**config.mk**
```make
export PLATFORM = sky130hd
export DESIGN_NAME = ofm_drain
export DESIGN_NICKNAME = d
export VERILOG_FILES = /design/src/rtl/ofm_drain_pkg.sv /design/src/rtl/ofm_buffer.sv /design/src/rtl/ofm_drain.sv
export SDC_FILE = /design/constraint.sdc
export NUM_CORES = 2
export LEC_CHECK = 0
export CORE_MARGIN = 10
export CORE_UTILIZATION = 31
export DETAILED_ROUTE_END_ITERATION = 8
export PLACE_DENSITY_LB_ADDON = 0.2
export SKIP_LAST_GASP = 1
export SYNTH_ARGS = -nofsm -noshare
export SYNTH_HDL_FRONTEND = slang
export SYNTH_SLANG_ARGS = --single-unit
export TNS_END_PERCENT = 50
```
**constraint.sdc**
```tcl
create_clock -name clk -period 19.05 [get_ports clk]
set_clock_uncertainty 0.1 [all_clocks]
set_input_delay 2.8575 -clock clk [delete_from_list [all_inputs] [get_ports clk]]
set_output_delay 2.8575 -clock clk [all_outputs]
set_load 0.05 [all_outputs]
```
**src/rtl/ofm_drain_pkg.sv**
```systemverilog
// Shared definitions for the output-feature-map drain path: FSM encoding and
// default array geometry.
package ofm_drain_pkg;

   localparam int unsigned DefDataWidth    = 8;
   localparam int unsigned DefSystolicSize = 16;
   localparam int unsigned DefCaptureDelay = 1;
   localparam int unsigned DefAddrWidth    = 16;

   typedef enum logic [1:0] {
      StIdle,
      StWait,
      StCapture,
      StFlush
   } drain_state_e;

endpackage

```
**src/rtl/ofm_buffer.sv**
```systemverilog
// One-write/one-read register file holding captured PE column vectors.
// Reads are combinational, so an entry written on an edge is readable next cycle.
module ofm_buffer #(
   parameter int unsigned Depth = 16,
   parameter int unsigned Width = 256,
   localparam int unsigned IdxW = (Depth > 1) ? $clog2(Depth) : 1
) (
   input  logic             clk_i,
   input  logic             we_i,
   input  logic [IdxW-1:0]  waddr_i,
   input  logic [Width-1:0] wdata_i,
   input  logic [IdxW-1:0]  raddr_i,
   output logic [Width-1:0] rdata_o
);

   logic [Width-1:0] mem_q [Depth];

   always_ff @(posedge clk_i) begin
      if (we_i) begin
         mem_q[waddr_i] <= wdata_i;
      end
   end

   assign rdata_o = mem_q[raddr_i];

endmodule

```
**src/rtl/ofm_drain.sv**
```systemverilog
// Drains one SYSTOLIC_SIZE-column result window from the PE array into a buffer and
// streams it out as addressed beats; emission overlaps capture.
module ofm_drain
   import ofm_drain_pkg::*;
#(
   parameter int unsigned DATA_WIDTH    = DefDataWidth,
   parameter int unsigned SYSTOLIC_SIZE = DefSystolicSize,
   parameter int unsigned CAPTURE_DELAY = DefCaptureDelay,
   parameter int unsigned ADDR_WIDTH    = DefAddrWidth,
   localparam int unsigned VecW         = SYSTOLIC_SIZE * DATA_WIDTH * 2
) (
   input  logic                  clk,
   input  logic                  rst_n,
   input  logic                  drain_start,
   input  logic [ADDR_WIDTH-1:0] base_addr,
   input  logic [VecW-1:0]       ofm_in,
   output logic                  out_valid,
   input  logic                  out_ready,
   output logic [VecW-1:0]       out_data,
   output logic [ADDR_WIDTH-1:0] out_addr,
   output logic                  out_last,
   output logic                  busy,
   output logic                  done,
   output logic                  overrun
);

   localparam int unsigned IdxW = (SYSTOLIC_SIZE > 1) ? $clog2(SYSTOLIC_SIZE) : 1;
   localparam int unsigned CntW = $clog2(SYSTOLIC_SIZE + 1);
   localparam logic [CntW-1:0] LastCnt = CntW'(SYSTOLIC_SIZE - 1);
   localparam logic [CntW-1:0] SizeCnt = CntW'(SYSTOLIC_SIZE);
   localparam logic [2:0]      DlyLast = 3'(CAPTURE_DELAY - 1);

   drain_state_e          state_q, state_d;
   logic [CntW-1:0]       wr_q, wr_d;
   logic [CntW-1:0]       rd_q, rd_d;
   logic [2:0]            dly_q, dly_d;
   logic [ADDR_WIDTH-1:0] base_q, base_d;
   logic                  done_q, done_d;
   logic                  overrun_q, overrun_d;
   logic                  cap_en;
   logic [IdxW-1:0]       wr_idx;
   logic                  accept;
   logic [VecW-1:0]       rd_data;

   assign out_valid = (state_q != StIdle) && (rd_q < wr_q);
   assign out_last  = out_valid && (rd_q == LastCnt);
   assign out_data  = out_valid ? rd_data : '0;
   assign out_addr  = base_q + ADDR_WIDTH'(rd_q);
   assign busy      = (state_q != StIdle);
   assign done      = done_q;
   assign overrun   = overrun_q;
   assign accept    = out_valid && out_ready;

   always_comb begin
      state_d   = state_q;
      wr_d      = wr_q;
      rd_d      = rd_q;
      dly_d     = dly_q;
      base_d    = base_q;
      done_d    = 1'b0;
      overrun_d = overrun_q;
      cap_en    = 1'b0;
      wr_idx    = IdxW'(wr_q);

      if (accept) begin
         rd_d = rd_q + CntW'(1);
      end
      if (drain_start && (state_q != StIdle)) begin
         overrun_d = 1'b1;
      end

      unique case (state_q)
         StIdle: begin
            if (drain_start) begin
               base_d = base_addr;
               rd_d   = '0;
               wr_d   = '0;
               dly_d  = '0;
               wr_idx = '0;
               // A zero delay means the first valid vector coincides with the start pulse.
               if (CAPTURE_DELAY == 0) begin
                  cap_en  = 1'b1;
                  wr_d    = CntW'(1);
                  state_d = StCapture;
               end else begin
                  state_d = StWait;
               end
            end
         end
         StWait: begin
            dly_d = dly_q + 3'd1;
            if (dly_q == DlyLast) begin
               cap_en  = 1'b1;
               wr_d    = wr_q + CntW'(1);
               state_d = StCapture;
            end
         end
         StCapture: begin
            cap_en = 1'b1;
            wr_d   = wr_q + CntW'(1);
            if (wr_q == LastCnt) begin
               if (rd_d == SizeCnt) begin
                  state_d = StIdle;
                  done_d  = 1'b1;
               end else begin
                  state_d = StFlush;
               end
            end
         end
         StFlush: begin
            if (accept && out_last) begin
               state_d = StIdle;
               done_d  = 1'b1;
            end
         end
         default: state_d = StIdle;
      endcase
   end

   always_ff @(posedge clk or negedge rst_n) begin
      if (!rst_n) begin
         state_q   <= StIdle;
         wr_q      <= '0;
         rd_q      <= '0;
         dly_q     <= '0;
         base_q    <= '0;
         done_q    <= 1'b0;
         overrun_q <= 1'b0;
      end else begin
         state_q   <= state_d;
         wr_q      <= wr_d;
         rd_q      <= rd_d;
         dly_q     <= dly_d;
         base_q    <= base_d;
         done_q    <= done_d;
         overrun_q <= overrun_d;
      end
   end

   ofm_buffer #(
      .Depth (SYSTOLIC_SIZE),
      .Width (VecW)
   ) u_buffer (
      .clk_i   (clk),
      .we_i    (cap_en),
      .waddr_i (wr_idx),
      .wdata_i (ofm_in),
      .raddr_i (IdxW'(rd_q)),
      .rdata_o (rd_data)
   );

endmodule

```
Word level (Yosys, flattened, before mapping)
Memory sizes are Yosys's and may differ from the RTL's.
Cells that the tools add are included.
{"block": "word_totals", "reg_bits": 33, "latch_bits": 0, "mem_bits_rw": 4096, "mem_bits_ro": 0, "elab_cells": 62, "n_memories": 1}
{"memory": "u_buffer.mem_q", "depth": 16, "word_bits": 256, "read_ports": 1, "rd_clocked_by_memory_dff": 0, "write_ports": 1, "line": "ofm_buffer.sv:16", "source": "logic [Width-1:0] mem_q [Depth];"}
{"block": "op_classes", "n_addsub": 4, "multipliers": 0, "n_div": 0, "n_lt_le_gt_ge": 1, "n_eq_ne": 10, "shift": 0, "n_mux": 25, "bitwise": 0, "n_reduce_logical": 14}
{"cell": "256-bit two-way mux", "count": 1}
{"cell": "5-bit two-way mux", "count": 5}
{"cell": "16-bit by 5-bit adder with 16-bit output", "count": 1}
{"cell": "5-bit one-hot mux with 3 select lines", "count": 1}
{"cell": "5-bit by 1-bit adder with 5-bit output (second input constant)", "count": 2}
{"cell": "5-bit by 4-bit == test with 1-bit output (second input constant)", "count": 2}
{"cell": "2-bit two-way mux", "count": 5}
{"cell": "4-bit two-way mux", "count": 2}
{"cell": "2-bit != test (second input constant)", "count": 4}
{"cell": "2-bit one-hot mux with 4 select lines", "count": 1}
{"cell": "1-bit two-way mux", "count": 6}
{"cell": "3-bit one-hot mux with 2 select lines", "count": 1}
{"cell": "5-bit == test (second input constant)", "count": 1}
{"cell": "1-bit logical AND", "count": 5}
{"cell": "5-bit less-than comparator", "count": 1}
{"cell": "2-bit == test (second input constant)", "count": 2}
{"cell": "1-bit one-hot mux with 2 select lines", "count": 2}
{"cell": "2-bit AND reduction", "count": 2}
{"cell": "4-bit AND reduction", "count": 1}
{"cell": "2-bit nonzero test", "count": 2}
{"cell": "3-bit by 1-bit adder with 3-bit output (second input constant)", "count": 1}
{"cell": "3-bit logical NOT", "count": 1}
{"cell": "3-bit two-way mux", "count": 1}
{"cell": "3-bit AND reduction", "count": 1}
{"cell": "3 further kinds", "count": 3}

Depth between registers and ports, before layout
{"block": "depth", "depth_word": 8, "mapped_depth": 12}

By module
From an unflattened synthesis, not the netlist that was laid out.
{"block": "hier_totals", "cells_unflattened": 6929, "area_unflattened_um2": 157317.1}
{"module": "ofm_buffer", "instances": 1, "cells_each": 6381, "area_per_inst_um2": 153328.3, "seq_area_each_um2": 122998.0}
{"module": "ofm_drain", "instances": 1, "cells_each": 548, "area_per_inst_um2": 3988.8, "seq_area_each_um2": 825.8}

Worst setup path after synthesis
No wires, ideal clock.
{"block": "synth_timing", "path_kind": "input port to flip-flop", "from": "input drain_start", "to": "memory u_buffer.mem_q[3][0] (enable)", "setup_ns": 1.186, "arrival_ns": 20.584, "required_time_ns": 17.764, "path_slack_ns": -2.820, "stages": 4, "path_buffers": 1, "cell_sequence": "and2_1 -> clkbuf_1 -> o21bai_1 -> nor3_1"}
{"block": "synth_via", "elab_chain_len": 2}
{"item": "start, declared", "line": "ofm_drain.sv:14", "source": "input logic drain_start,"}
{"item": "4-bit two-way mux", "line": "ofm_drain.sv:74", "source": "if (drain_start) begin"}
{"item": "4-bit two-way mux", "line": "ofm_drain.sv:72", "source": "unique case (state_q)"}
{"item": "end, declared", "line": "ofm_buffer.sv:16"}
Every way passes these cells.

Worst setup path after layout
{"block": "layout_timing", "from": "register rd_q[0]", "to": "output out_data[49]"}
{"block": "layout_via", "elab_chain_len": 3}
{"item": "start, declared", "line": "ofm_drain.sv:35", "source": "logic [CntW-1:0] rd_q, rd_d;"}
{"item": "start signal, assigned", "line": "ofm_drain.sv:132", "source": "rd_q <= rd_d;"}
{"item": "5-bit less-than comparator", "line": "ofm_drain.sv:45", "source": "assign out_valid = (state_q != StIdle) && (rd_q < wr_q);"}
{"item": "1-bit logical AND", "line": "ofm_drain.sv:45"}
{"item": "256-bit two-way mux *", "line": "ofm_drain.sv:47", "source": "assign out_data = out_valid ? rd_data : '0;"}
{"item": "end, declared", "line": "ofm_drain.sv:19", "source": "output logic [VecW-1:0] out_data,"}
Every way passes the cells marked *; elsewhere a longest branch is shown, timed or not.

==> summary.txt <==
Setup path
  • Worst R2R Setup Slack: 12.83 ns
  • Reg-to-reg startpoint: state_q[0]
  • Crit Path Class: reg2out
  • CP arrival: 8.16 ns
  • Worst Setup SP: rd_q[0]
  • CP required: 16.09 ns
  • Worst-path cell chain: buf_12, buf_4, buf_12, buf_4, buf_4, mux4_2, mux4_2, and2_1, clkdlybuf4s50_1
  • Critical Path Sink: out_data[49]
  • Crit. End Element: primary output
  • Top cell by count, worst path: buf_4
  • Startpoint types: flip-flop
  • Worst Reg-to-Reg Cells: 11
  • Critical path's largest stage delay: 0.89 ns
  • Reg2reg end: u_buffer.mem_q[14][71]
  • CP max FO: 98
  • Slowest CP cell: buf_4

Clocking
  • PostCTS Resize Cnt: 0
  • CTS tree: done
  • Root buffer cell: clkbuf_16
  • Cts hold-fix bufs: 0
  • CTS buffer count: 440
  • Max clock buf depth: 4
  • Worst-path clk slew: 0.06 ns
  • Post-CTS Setup Bufs: 0
  • CTS H-tree lvls: 5
  • CTS sink count: 4129
  • Clock latency on the worst-skew pair: 1.03 ns

STA
  • Fin crit period: 11.11 ns
  • RSZ-0062 raised after global routing: false
  • Final Slew Violations: 0
  • Rel. slew slack: 25.13%
  • Worst-margin pin slew: 1.123 ns
  • Setup violators final: 0
  • Setup ws final: 7.937 ns
  • Fin Hold WS: 0.3757 ns
  • Final period utilization: 58.34%
  • F_max: 89.98 MHz
  • Sum Neg Setup Slack: 0 ns
  • Final Hold Fails: 0

Synth
  • Sequential area share after synthesis: 78.73%
  • Top cell type's share of synthesized area: 78.20%
  • Cell variety after synth: 43
  • Cell taking the most area after synthesis: edfxtp_1
  • Post-synth net total: 6591
  • Synth async-reset ratio: 0.7992%
  • Syn Inst Count: 6295
  • Yosys warns: 0
  • Syn avg cell area: 24.98 um2
  • Area contributors post-synth: edfxtp_1 (78%), mux4_2 (18%), and2_1 (0.98%)
  • Post-Syn Area: 157300 um2
  • Main synth FF type: edfxtp_1
  • Post-synth EDFFs: 4096
  • Flop and latch count out of synthesis: 4129

Layout
  • Layout Nets: 7417
  • Area Growth Syn to Fin: 17.82%
  • Finished Layout Cells: 14230
  • Layout cells sized above 1: 27.03%

GRT
  • First-pass GRT wire length: 594300 um
  • Largest net degree at the start of global routing: 135
  • GRT Util Overall: 15.21%
  • Number of antenna violations at the first check in global routing: 128
  • Congestion Overflow GR: 0
  • Vias in the first global route: 76270

Floorplanning
  • Die footprint: 536200 um2
  • Initial core utilization: 31.11%
  • IO Pins: 553
  • FP Rows: 261
  • Area of the core: 505500 um2
  • Die boundary height: 732.3 um
  • Die X: 732.3 um

Routing
  • Initial DRT Pass Iterations: 8
  • Vias: 70920
  • Routed Antenna Nets: 0
  • DRC: 0
  • Total routed wirelength: 419500 um
  • Initial DRC count: 5587
  • Vias per cell: 4.985
  • Routed len/inst: 29.49 um

Power and ir drop
  • Leak Pwr: 0.05560 uW
  • Peak VDD IR: 0.1452 mV
  • Power density cells: 146.6 nW/um2

Place
  • Placer Congestion: 0.7086
  • Inst Count DP: 13390
  • Port bufs: 552
  • Pre-CTS setup slack: 8.718 ns
  • DP HPWL: 220900 um

Worst hold path
  • Hold Crit Class: reg2reg
  • WHS Path Cells: 2

Status
  • Status: finished, final reports clean

Job
  • Max-Cap Viols: 0
## worst min-delay path by stage
| stage | from | to | slack, ns |
|---|---|---|---|
| global placement | wr_q[4] | wr_q[4] | 0.37 |
| floorplan | wr_q[4] | wr_q[4] | 0.35 |
| CTS | wr_q[4] | wr_q[4] | 0.38 |
| detailed placement | wr_q[4] | wr_q[4] | 0.37 |
| finish | wr_q[4] | wr_q[4] | 0.38 |
| global route | wr_q[4] | wr_q[4] | 0.40 |
## routing by layer
metal / GRT usage, % / vias up / part of all wire, %
met5: 0 / - / 0.084
met4: 3.243 / 50 / 2.1
met3: 3.108 / 636 / 5.8
met2: 25.91 / 1805 / 50
met1: 20.16 / 39480 / 42
li1: - / 28940 / -
## metrics by stage
step,utilization (%),area (um2),total power (uW)
final,36.66,185300,27170
after global routing,36.64,185200,28350
after global placement,33.88,171300,19370
after detailed placement,33.88,171300,19410
after CTS,36.64,185200,27710
after floorplan,-,157300,16520
## cells in the final DEF (no fill, tap or decap), types with 3 or more instances in the layout
| master | n |
|---|---|
| a211oi_1 | 67 |
| a21oi_1 | 9 |
| a31oi_1 | 4 |
| and2_1 | 247 |
| and3_1 | 3 |
| buf_12 | 22 |
| buf_4 | 141 |
| bufinv_16 | 28 |
| clkbuf_1 | 105 |
| clkbuf_16 | 440 |
| clkdlybuf4s50_1 | 551 |
| clkinv_1 | 112 |
| clkinv_16 | 21 |
| clkinv_2 | 73 |
| clkinvlp_4 | 12 |
| dfrtp_1 | 29 |
| dfrtp_4 | 4 |
| diode_2 | 39 |
| edfxtp_1 | 4096 |
| ha_1 | 19 |
| inv_1 | 19 |
| inv_16 | 6 |
| mux2i_1 | 36 |
| mux4_2 | 1247 |
| nand2_1 | 57 |
| nand2b_1 | 4 |
| nand3_1 | 15 |
| nor2_1 | 16 |
| nor2_4 | 15 |
| nor2b_1 | 15 |
| nor3_1 | 3 |
| o21ai_0 | 14 |
| xnor2_1 | 11 |
| xor2_1 | 6 |
## worst max-delay path, delay by kind of cell (launching register included)
kind,cells,cell delay [ns]
buf+inv,6,4.41
mux,2,1.14
simple gates,1,0.20
flops,1,0.79
## sequential cells by signal (all words and copies together) (netlist names)
signal	count
u_buffer.mem_q	4096
base_q	16
rd_q	5
wr_q	5
dly_q	3
state_q	2
done	1
overrun	1
## cells in the mapped netlist (all sizes together) (3+ instances only)
cell,n
a31oi,4
inv,21
nor3,4
and3,3
and2,247
a211oi,67
a21oi,9
mux4,1247
o21ai,16
nand3,15
nand2,57
xnor2,13
edfxtp,4096
clkbuf,171
nor2,31
dfrtp,33
ha,19
buf,160
nor2b,15
mux2i,36
nand2b,4
xor2,6
## layout make-up
class,count,area [um2]
multi-input cells,1814,31950
diodes,39,97.59
well taps,6706,8391
inverters,21,86.33
repair buffers,715,7019
clock buffers,545,11400
clock inverters,257,2519
flip-flops and latches,4129,123800
fillers,45700,320200
## cells by family (layout without fill, tap and decap cells)
family | after synthesis | in the layout | share of synthesized area [%]
flip-flops | 4129 | 4129 | 78.73
AO/OA/AOI/OAI | 111 | 111 | 0.4948
XOR/XNOR | 19 | 19 | 0.1058
other | 0 | 39 | 0
AND/OR/NAND/NOR | 381 | 381 | 1.367
buffers and inverters | 352 | 1538 | 1.053
multiplexers | 1283 | 1283 | 18.09
adder cells (fa/ha/maj) | 20 | 20 | 0.1639
## power by group
group / switching, uW / internal, uW / total, uW / leakage (uW)
logic: 5020 / 3380 / 8400 / 0.0116
registers: 141 / 10400 / 10500 / 0.0373
clock network: 3590 / 4650 / 8230 / 0.00673
No activity file was read; power rests on OpenSTA's default activity.
